$ cat src/rtl/int_normalizer.sv
// int_normalizer: takes a signed 32-bit integer, forms its magnitude and
// left-normalizes it with an iterative shifter (byte steps, then bit steps).
// Produces sign, biased exponent (bias 127) and a mantissa with bit 31 set.
// Handshakes on both sides are valid/ready: a transfer happens on a rising
// clock edge where valid and ready are both 1; a producer holds valid and
// its data stable until that edge.
module int_normalizer (
   input  logic        CLK,
   input  logic        RST_N,
   input  logic        IN_VALID,
   output logic        IN_READY,
   input  logic [31:0] IN_DATA,
   output logic        OUT_VALID,
   input  logic        OUT_READY,
   output logic        OUT_SIGN,
   output logic [7:0]  OUT_EXP,
   output logic [31:0] OUT_MANT,
   output logic        OUT_ZERO,
   output logic [1:0]  DBG_STATE
);

   typedef enum logic [1:0] {
      IDLE = 2'd0,
      NORM = 2'd1,
      DONE = 2'd2
   } state_t;

   state_t      state_q;
   logic        sign_q;
   logic [31:0] mag_q;
   logic [5:0]  cnt_q;
   logic        out_valid_q;
   logic        out_sign_q;
   logic [7:0]  out_exp_q;
   logic [31:0] out_mant_q;
   logic        out_zero_q;
   logic [31:0] abs_d;

   // Magnitude of the incoming value; -2^31 maps to 0x80000000 unchanged.
   always_comb begin
      abs_d = IN_DATA;
      if (IN_DATA[31]) begin
         abs_d = (~IN_DATA) + 32'd1;
      end
   end

   // Control FSM with datapath registers and registered result outputs.
   always_ff @(posedge CLK or negedge RST_N) begin
      if (!RST_N) begin
         state_q     <= IDLE;
         sign_q      <= 1'b0;
         mag_q       <= 32'd0;
         cnt_q       <= 6'd0;
         out_valid_q <= 1'b0;
         out_sign_q  <= 1'b0;
         out_exp_q   <= 8'd0;
         out_mant_q  <= 32'd0;
         out_zero_q  <= 1'b0;
      end else begin
         case (state_q)
            IDLE: begin
               if (IN_VALID) begin
                  sign_q <= IN_DATA[31];
                  mag_q  <= abs_d;
                  cnt_q  <= 6'd0;
                  if (abs_d == 32'd0) begin
                     // Zero has no leading one; report it directly.
                     state_q     <= DONE;
                     out_valid_q <= 1'b1;
                     out_zero_q  <= 1'b1;
                     out_sign_q  <= 1'b0;
                     out_exp_q   <= 8'd0;
                     out_mant_q  <= 32'd0;
                  end else begin
                     state_q <= NORM;
                  end
               end
            end
            NORM: begin
               if (mag_q[31]) begin
                  // cnt equals the leading-zero count here, so msb = 31 - cnt.
                  state_q     <= DONE;
                  out_valid_q <= 1'b1;
                  out_exp_q   <= 8'd158 - {2'b00, cnt_q};
                  out_mant_q  <= mag_q;
                  out_sign_q  <= sign_q;
                  out_zero_q  <= 1'b0;
               end else if (mag_q[31:24] == 8'd0) begin
                  mag_q <= mag_q << 8;
                  cnt_q <= cnt_q + 6'd8;
               end else begin
                  mag_q <= mag_q << 1;
                  cnt_q <= cnt_q + 6'd1;
               end
            end
            DONE: begin
               if (OUT_READY) begin
                  state_q     <= IDLE;
                  out_valid_q <= 1'b0;
               end
            end
            default: begin
               state_q     <= IDLE;
               out_valid_q <= 1'b0;
            end
         endcase
      end
   end

   assign IN_READY  = (state_q == IDLE);
   assign OUT_VALID = out_valid_q;
   assign OUT_SIGN  = out_sign_q;
   assign OUT_EXP   = out_exp_q;
   assign OUT_MANT  = out_mant_q;
   assign OUT_ZERO  = out_zero_q;
   assign DBG_STATE = state_q;

endmodule
$ cat config.mk
export PLATFORM = sky130hd
export DESIGN_NAME = int_normalizer
export DESIGN_NICKNAME = d
export VERILOG_FILES = /design/src/rtl/int_normalizer.sv
export SDC_FILE = /design/constraint.sdc
export NUM_CORES = 1
export LEC_CHECK = 0
export BUFFER_PORTS_ARGS = -buffer_cell sky130_fd_sc_hd__buf_2
export CAP_MARGIN = 20
export CORE_AREA = 2 2 107 109
export CTS_CLUSTER_DIAMETER = 80
export DETAILED_ROUTE_END_ITERATION = 6
export DIE_AREA = 0 0 109 111
export PLACE_DENSITY = 0.73
export SETUP_SLACK_MARGIN = 0.15
export SYNTH_ARGS = -nofsm -noshare
export SYNTH_HDL_FRONTEND = slang
export SYNTH_SLANG_ARGS = --single-unit
export TNS_END_PERCENT = 20
$ cat constraint.sdc
create_clock -name CLK -period 1.7 [get_ports CLK]
set_input_delay 0.34 -clock CLK [delete_from_list [all_inputs] [get_ports CLK]]
set_output_delay 0.34 -clock CLK [all_outputs]
set_load 0.02 [all_outputs]
==> results of run 1 <==
routing by layer:
| metal | vias up | wire length [µm] | GRT usage (%) | share of wire (%) |
|---|---|---|---|---|
| li1 | 2654 | - | - | - |
| met1 | 2670 | 6780 | 36.3 | 42 |
| met2 | 191 | 8040 | 44.3 | 50 |
| met3 | 25 | 984 | 5.06 | 6.1 |
| met4 | 0 | 299 | 8.89 | 1.9 |
| met5 | - | 0 | 0 | 0 |
path summary, 6_finish.rpt:
check / from / to / slack [ps] / depth (start not counted)
max: IN_DATA[9] / OUT_MANT[2] / -1160 / 10
min: OUT_READY / OUT_VALID / 380 / 4
max reg2reg: DBG_STATE[0] / OUT_MANT[2] / -120 / 6
min reg2reg: OUT_ZERO / OUT_ZERO / 490 / 1
max in group asynchronous: RST_N / OUT_MANT[29] / 620 / 3
min in group asynchronous: RST_N / OUT_MANT[8] / 510 / 2
critical path: stages:
cell and delay (ps):
buf_6 90, or4_4 530, or4_4 440, or3_4 420
o31ai_4 200, o221a_2 220, and4_4 240, and4_4 360
clkbuf_16 190, o21ai_2 60
layout make-up:
type	instances	area [µm²]	share of cell area, %
Multi-Input combinational cell	506	3340	44.1
Timing Repair Buffer	218	1630	21.5
Tap cell	143	179	2.36
Clock buffer	14	244	3.22
Sequential cell	84	2100	27.8
Clock inverter	2	35.0	0.463
Inverter	10	42.5	0.562
kinds of logic after synthesis:
group	share of synthesized area [%]
adders and majority gates	1.17
and+or+nand+nor	23.8
muxes	1.12
buffers and inverters	5.95
AOI/OAI and AO/OA	22.7
DFF	39.3
xor gates and xnor gates	5.90
power by group through the flow:
stage                     registers (mW)  logic (mW)  clock network (mW)
final                               3.65        5.23                1.89
after global routing                3.74        5.72                2.01
after CTS                           3.60        4.91                1.91
after detailed placement            3.59        4.76                   0
after global placement              3.55        4.59                   0
after floorplan                     3.98        2.43                   0
sequential cells by signal (all words and copies together), names as in the netlist:
register,flops
cnt_q,6
OUT_VALID,1
sign_q,1
OUT_EXP,8
OUT_MANT,32
OUT_ZERO,1
mag_q,32
OUT_SIGN,1
DBG_STATE,2
stage by stage:
| stage | TNS, ps | instances | total power [mW] | utilization (%) | hold slack [ps] |
|---|---|---|---|---|---|
| finish | -53550 | 977 | 10.8 | 68.4 | 377 |
| global route | -56620 | 977 | 11.5 | 68.4 | 395 |
| CTS | -51830 | 974 | 10.4 | 65.7 | 374 |
| detailed placement | -87180 | 953 | 8.35 | 60.6 | 333 |
| global placement | -82060 | 953 | 8.14 | 60.6 | 330 |
| floorplan | -74460 | 652 | 6.41 | - | 44.4 |
placed cells by master, fill, tap and decap left out, types with 5 or more instances in the layout:
| master | n |
|---|---|
| nand3_1 | 15 |
| xor2_1 | 10 |
| o21ai_0 | 23 |
| buf_2 | 76 |
| a221oi_2 | 6 |
| xnor2_1 | 21 |
| a21oi_1 | 56 |
| dfrtp_1 | 84 |
| nand2b_1 | 7 |
| nor3_1 | 15 |
| o21ai_2 | 33 |
| mux2i_1 | 6 |
| o21ai_1 | 11 |
| clkbuf_16 | 10 |
| nand2_1 | 143 |
| o22ai_2 | 6 |
| or3_1 | 6 |
| buf_12 | 8 |
| clkbuf_1 | 5 |
| buf_4 | 120 |
| or4_1 | 5 |
| buf_6 | 10 |
| inv_1 | 8 |
| nor4_2 | 5 |
| nor2_1 | 35 |
timing repair:
action / CTS / global route
setup buffers: 3 / 1
hold buffers: 1 / 0
cloned: 1 / 2
pin swaps: 33 / 35
resized for setup: 50 / 61
setup endpoints to repair: 80 / 83
hold endpoints to repair: 35 / 0
==> run_results.csv, run 1 <==
group,metric,value,unit
synthesis,avgSynthCellArea,8.20,µm²
timing,slew_headroom,65.1,%
placement,place_congestion,0.871,
synthesis,yosys_warnings,0,
drt,viasPerCell,5.67,
timing,fin_skew,5.39,ps
floorplan,core_area,11100,µm²
timing,hold_viol_final,0,
synthesis,synth_flop_cell,"dfrtp_1",
floorplan,chipWidth,109,µm
clocking,cts_buffer_depth,2,
synthesis,synth_top_area_cell,"dfrtp_1",
clocking,cts_tree,"done",
timing,fmax,350,MHz
timing,min_period,2860,ps
drt,drtPass1Iterations,5,
clocking,htree_levels,3,
synthesis,synth_commonest_cells,"145 x nand2_1, 84 x dfrtp_1, 58 x a21oi_1, 42 x clkbuf_1, 39 x o21ai_0",
timing,layout_setup_ws,-1160,ps
power,seqPwrFrac,33.9,%
timing,maxSlewViolCount,0,
power,swShare,42.2,%
cells_and_area,design_area,7570,µm²
timing,period_share,168,%
floorplan,pin_count,82,
setup_path,crit_arrival,3090,ps
power,leakagePower,3.42,nW
clocking,clock_latency,340,ps
setup_path,end_kind,"register",
clocking,cts_made_buffers,9,
clocking,cts_root_buffer,"clkbuf_16",
setup_path,critPathLaunchType,"primary input",
timing,rsz0062_at_grt,"true",
power,p_switching,4.55,mW
clocking,cts.sinks,84,
power,cell_internal_pwr,6.22,mW
placement,placed_area,6720,µm²
synthesis,synth_seq_area_share,39.3,%
cells_and_area,drive_above_1_share,39.3,%
cells_and_area,fill_cells,881,
flow_run,drv_cap,0,
setup_path,path_class,"primary input to register",
setup_path,worstPathRequired,1930,ps
placement,place_ws,-1700,ps
grt,grt_usage,27.2,%
grt,gr-total-overflow,0,
floorplan,fp.dieH,111,µm
grt,grt_pass1_vias,5451,
power,power_frac_comb,48.6,%
power,peakVddDrop,0.897,mV
cells_and_area,diodes,0,
setup_path,crit_fanout,5,
synthesis,yosysUniqueCellTypes,62,
grt,grt_max_degree,49,
run_status,violations,"setup timing",
floorplan,dieArea,12100,µm²
synthesis,netlist_instances,652,
synthesis,synth_fp_nets,693,
floorplan,std_cell_rows,39,
synthesis,synth_top_area_share,39.3,%
grt,grt_antenna_before_repair,0,
cells_and_area,syn_to_final_growth,41.7,%
placement,dp_hpwl,11.4,mm
synthesis,synth-edff-count,0,
drt,wirelength,16.1,mm
synthesis,synth-async-reset-ratio,100,%
clocking,path_clk_slew,60,ps
drt,final_antenna_net_count,0,
power,p_clk_share,17.5,%
placement,numPortBuffers,81,
run_status,status,"complete, but fails checks",
min_path,min_path_type,"primary input to register",
timing,setup_viol,59,
timing,worst_pin_slew,520,ps
grt,grt_pass1_wl,26.2,mm
cells_and_area,fin_nets,870,
drt,drt_iter0_markers,364,
synthesis,synth_most_common_cell,"nand2_1",
power,pwr_density_cell,1420,nW/µm²
drt,routed-via-count,5540,
synthesis,netlist_area,5340,µm²
synthesis,synth_seq_cells,84,
drt,wl_per_cell,16.5,µm
synthesis,synth.area.top_cells,"dfrtp_1 39%, nand2_1 10%, a21oi_1 5.4%",
floorplan,initial_core_util,48.2,%
drt,drc_errors,0,
Power figures use the tool's default switching activity.
==> run 2, diff against run 1 <==
- CTS_BUF_LIST: unset -> sky130_fd_sc_hd__clkbuf_16
==> run_results.csv, run 2 (same netlist as run 1, synthesis figures left out) <==
group,metric,value,unit
grt,gr-total-overflow,0,
cells_and_area,fill_cells,881,
cells_and_area,layout_commonest_cell,"nand2_1",
power,pwr_density_cell,1420,nW/µm²
power,p_clk_share,17.3,%
power,p_switching,4.55,mW
grt,grt_pass1_vias,5451,
timing,setup_viol,59,
cells_and_area,fin_util,68.4,%
run_status,violations,"setup timing",
grt,grt_pass1_wl,26.2,mm
clocking,htree_levels,3,
floorplan,initial_core_util,48.2,%
placement,numPortBuffers,81,
cells_and_area,fin_nets,870,
timing,maxSlewViolCount,0,
power,swShare,42.3,%
placement,place_ws,-1700,ps
drt,wl_per_cell,16.5,µm
setup_path,worstPathCellList,"buf_6 -> or4_4 -> or4_4 -> or3_4 -> o31ai_4 -> o221a_2 -> and4_4 -> and4_4 -> clkbuf_16 -> o21ai_2",
setup_path,crit_end,"OUT_MANT[2]",
setup_path,crit_arrival,3090,ps
timing,worst_pin_slew,521,ps
min_path,min_path_type,"primary input to register",
timing,hold_viol_final,0,
floorplan,core_area,11100,µm²
grt,grt_antenna_before_repair,0,
clocking,cts_root_buffer,"clkbuf_16",
power,cell_internal_pwr,6.19,mW
placement,dp.cells,953,
cells_and_area,diodes,0,
timing,fmax,350,MHz
power,finalPower,10.7,mW
setup_path,timing.rr.end,"OUT_MANT[2]",
floorplan,chipWidth,109,µm
floorplan,dieArea,12100,µm²
setup_path,worstPathRequired,1930,ps
drt,drt_iter0_markers,372,
setup_path,rrSetupSlack,-120,ps
clocking,cts.sinks,84,
clocking,clock_latency,340,ps
cells_and_area,drive_above_1_share,39.3,%
clocking,cts_tree,"done",
cells_and_area,layout_common_cells,"143 x nand2_1, 120 x buf_4, 84 x dfrtp_1",
timing,slew_headroom,65.0,%
cells_and_area,syn_to_final_growth,41.7,%
setup_path,critical-path-top-delay-family,"simple AND/OR/NAND/NOR gates",
power,seqPwrFrac,34.0,%
grt,grt_usage,27.2,%
power,power_frac_comb,48.8,%
floorplan,pin_count,82,
power,leakagePower,3.44,nW
setup_path,end_kind,"register",
timing,fin_skew,5.43,ps
placement,place_congestion,0.871,
clocking,cts_buffer_depth,2,
setup_path,path_class,"primary input to register",
cells_and_area,stdcell_count,977,
floorplan,fp.dieH,111,µm
setup_path,r2r_start,"DBG_STATE[0]",
setup_path,critPathLaunchType,"primary input",
setup_path,crit_path_max_incr_delay,530,ps
timing,min_period,2860,ps
setup_path,crit_cells,10,
setup_path,crit_fanout,5,
clocking,path_clk_slew,60,ps
setup_path,cpMaxStageDelayCell,"or4_4",
setup_path,critPathLaunch,"IN_DATA[9]",
timing,rsz0062_at_grt,"true",
floorplan,std_cell_rows,39,
drt,drc_errors,0,
run_status,status,"complete, but fails checks",
drt,routed-via-count,5542,
flow_run,drv_cap,0,
setup_path,path_buf_inv,2,
timing,layout_setup_ws,-1160,ps
grt,grt_max_degree,49,
clocking,cts_made_buffers,9,
drt,final_antenna_net_count,0,
drt,drtPass1Iterations,5,
setup_path,worstRegToRegCells,6,
power,peakVddDrop,0.897,mV
drt,viasPerCell,5.67,
placement,dp_hpwl,11.4,mm
timing,period_share,168,%
drt,wirelength,16.1,mm
==> run 2: cell types whose count changed in the layout (fill, tap and decap cells not counted), sizes merged <==
cell    previous run  this run
clkbuf            15        10
inv               10        15
==> run 2: metrics by stage <==
step	area [µm²]	TNS, ps	hold WS [ps]
CTS	7280	-51830	374
floorplan	5360	-74460	44.4
finish	7570	-53600	377
detailed placement	6720	-87180	333
global placement	6720	-82060	330
global route	7570	-56610	395
==> run 2: worst min-delay path, stage by stage <==
cell,delay [ps]
buf_2,80
nor3b_1,40
a21oi_1,130
o211ai_1,90
==> run 2: repair_timing <==
action | in CTS | in global routing
gates resized for setup | 50 | 61
endpoints found under the hold margin | 35 | 0
gates cloned | 1 | 2
endpoints found under the setup margin | 80 | 83
hold buffers | 1 | 0
setup buffers | 3 | 1
pin swaps | 32 | 36
==> run 2: worst min path at each step <==
stage / startpoint / to / slack, ps / cells after the start
2_1_floorplan: RST_N / DBG_STATE[0] / 40 / 0
3_3_place_gp: RST_N / OUT_MANT[6] / 330 / 1
3_5_place_dp: RST_N / OUT_MANT[9] / 330 / 1
4_1_cts: OUT_READY / OUT_VALID / 370 / 4
5_1_grt: IN_DATA[0] / mag_q[0] / 390 / 4
6_report: OUT_READY / OUT_VALID / 380 / 4
==> run 2: power by group through the flow <==
stage | clock network, mW | registers [mW] | logic, mW
finish | 1.86 | 3.65 | 5.24
global route | 1.98 | 3.74 | 5.72
CTS | 1.89 | 3.60 | 4.91
detailed placement | 0 | 3.59 | 4.76
global placement | 0 | 3.55 | 4.59
floorplan | 0 | 3.98 | 2.43
==> run 2: layout make-up <==
type	instances	area (µm²)	share of cell area (%)
multi-input combinational	506	3340	44.1
sequential	84	2100	27.8
timing repair buffer	218	1630	21.5
clock buffer	9	225	2.97
tap	143	179	2.36
clock inverter	7	53.8	0.710
inverter	10	42.5	0.562
==> run 2: metal layers <==
metal	part of all wire (%)	GRT usage, %
met2	50	44.3
met5	0	0
met1	42	36.3
met4	1.9	8.89
met3	6.0	5.06
==> run 3, diff against run 2 <==
- ABC_CLOCK_PERIOD_IN_PS: unset -> 3600
- CORE_AREA: 2 2 107 109 -> 2 2 98 100
- DIE_AREA: 0 0 109 111 -> 0 0 100 102
- PLACE_DENSITY: 0.73 -> 0.82
- clock period: 1.7 -> 3.6 ns (I/O delays scaled with it)
==> run_results.csv, run 3 (same netlist as run 1, synthesis figures left out) <==
group,metric,value,unit
run_status,status,"completed",
timing,period_share,92.5,%
floorplan,chipWidth,100,µm
floorplan,fp.dieH,102,µm
timing,rsz0062_at_grt,"false",
cells_and_area,fin_nets,774,
clocking,cts.sinks,84,
placement,dp.cells,831,
setup_path,path_class,"primary input to register",
setup_path,cpMaxStageDelayCell,"or4_4",
timing,hold_slack,199,ps
drt,drc_errors,0,
timing,hold_viol_final,0,
timing,fin_skew,8.92,ps
drt,final_antenna_net_count,0,
placement,place_congestion,0.932,
grt,grt_usage,30.0,%
min_path,min_path_type,"primary input to async pin",
drt,wirelength,15.0,mm
floorplan,initial_core_util,58.7,%
timing,worst_pin_slew,973,ps
timing,setup_viol,0,
setup_path,end_kind,"register",
setup_path,worstPathRequired,3770,ps
timing,maxSlewViolCount,0,
grt,grt_max_degree,85,
timing,layout_setup_ws,269,ps
placement,place_ws,-167,ps
grt,grt_pass1_vias,5007,
timing,min_period,3330,ps
setup_path,crit_path_max_incr_delay,540,ps
clocking,post_cts_resized,0,
clocking,ctsHoldBuffers,0,
power,finalPower,4.79,mW
setup_path,critPathLaunchType,"primary input",
placement,dp_hpwl,10.6,mm
drt,wl_per_cell,17.7,µm
power,pwr_density_cell,754,nW/µm²
floorplan,pin_count,82,
power,peakVddDrop,0.361,mV
drt,drt_iter0_markers,687,
drt,drtPass1Iterations,6,
cells_and_area,layout_commonest_cell,"nand2_1",
clocking,htree_levels,3,
drt,routed-via-count,5322,
setup_path,crit_arrival,3500,ps
floorplan,core_area,9110,µm²
setup_path,worstPathCellList,"buf_2 -> or4_4 -> or4_1 -> or3_1 -> o31ai_4 -> o221a_2 -> and4_1 -> and4_4 -> buf_12 -> o22ai_1",
clocking,cts_tree,"done",
power,leakagePower,2.83,nW
clocking,postCtsSetupBuffers,0,
drt,viasPerCell,6.27,
cells_and_area,diodes,0,
clocking,cts_made_buffers,9,
setup_path,crit_fanout,11,
cells_and_area,stdcell_count,849,
setup_path,path_buf_inv,2,
cells_and_area,register_area,2100,µm²
grt,grt_antenna_before_repair,0,
placement,numPortBuffers,81,
clocking,clock_latency,340,ps
clocking,path_clk_slew,60,ps
cells_and_area,drive_above_1_share,24.3,%
grt,grt_pass1_wl,24.6,mm
cells_and_area,layout_common_cells,"145 x nand2_1, 84 x dfrtp_1, 80 x buf_2",
setup_path,critical-path-top-delay-family,"simple AND/OR/NAND/NOR gates",
grt,gr-total-overflow,0,
clocking,cts_buffer_depth,2,
timing,fmax,300,MHz
timing,slew_headroom,35.0,%
cells_and_area,fill_cells,732,
clocking,cts_root_buffer,"clkbuf_16",
floorplan,dieArea,10200,µm²
floorplan,std_cell_rows,35,
cells_and_area,syn_to_final_growth,18.9,%
flow_run,drv_cap,0,
cells_and_area,multi_input_area,2930,µm²
## run 3: report_power, final
| group | switching, mW | internal (mW) | total, mW | leakage, nW |
|---|---|---|---|---|
| sequential | 0.394 | 1.36 | 1.75 | 1.04 |
| clock | 0.379 | 0.676 | 1.06 | 0.167 |
| combinational | 1.27 | 0.715 | 1.98 | 1.62 |
| total | 2.04 | 2.75 | 4.79 | 2.83 |
## run 3: final cells by class
type	instances	area share [%]
Tap cell	111	2.19
Clock buffer	9	3.55
Clock inverter	7	1.81
Multi-Input combinational cell	505	46.2
Timing Repair Buffer	123	12.6
Sequential cell	84	33.1
Inverter	10	0.591
## run 3: worst paths after layout
| kind | startpoint | endpoint | slack, ps | cells past startpoint |
|---|---|---|---|---|
| min in group CLK | OUT_ZERO | OUT_ZERO | 490 | 1 |
| min | RST_N | OUT_MANT[7] | 200 | 1 |
| min reg2reg | OUT_ZERO | OUT_ZERO | 490 | 1 |
| max in group asynchronous | RST_N | mag_q[24] | 2800 | 2 |
| max reg2reg | DBG_STATE[1] | mag_q[7] | 1030 | 6 |
| max | IN_DATA[9] | OUT_EXP[2] | 270 | 10 |
## run 3: metal layers
| metal | vias to the layer above | track usage (%) | part of all wire (%) |
|---|---|---|---|
| met3 | 47 | 3.90 | 8.2 |
| li1 | 2467 | - | - |
| met1 | 2495 | 41.6 | 43 |
| met5 | - | 0 | 0 |
| met2 | 313 | 48.9 | 46 |
| met4 | 0 | 11.1 | 2.9 |
## run 3: through the flow
step / setup TNS (ps) / instance area [µm²] / util [%]
after floorplan: 0 / 5360 / -
after global placement: -4260 / 5960 / 65.5
after detailed placement: -4490 / 5960 / 65.5
after CTS: 0 / 6300 / 69.2
after global routing: 0 / 6350 / 69.7
final: 0 / 6350 / 69.7
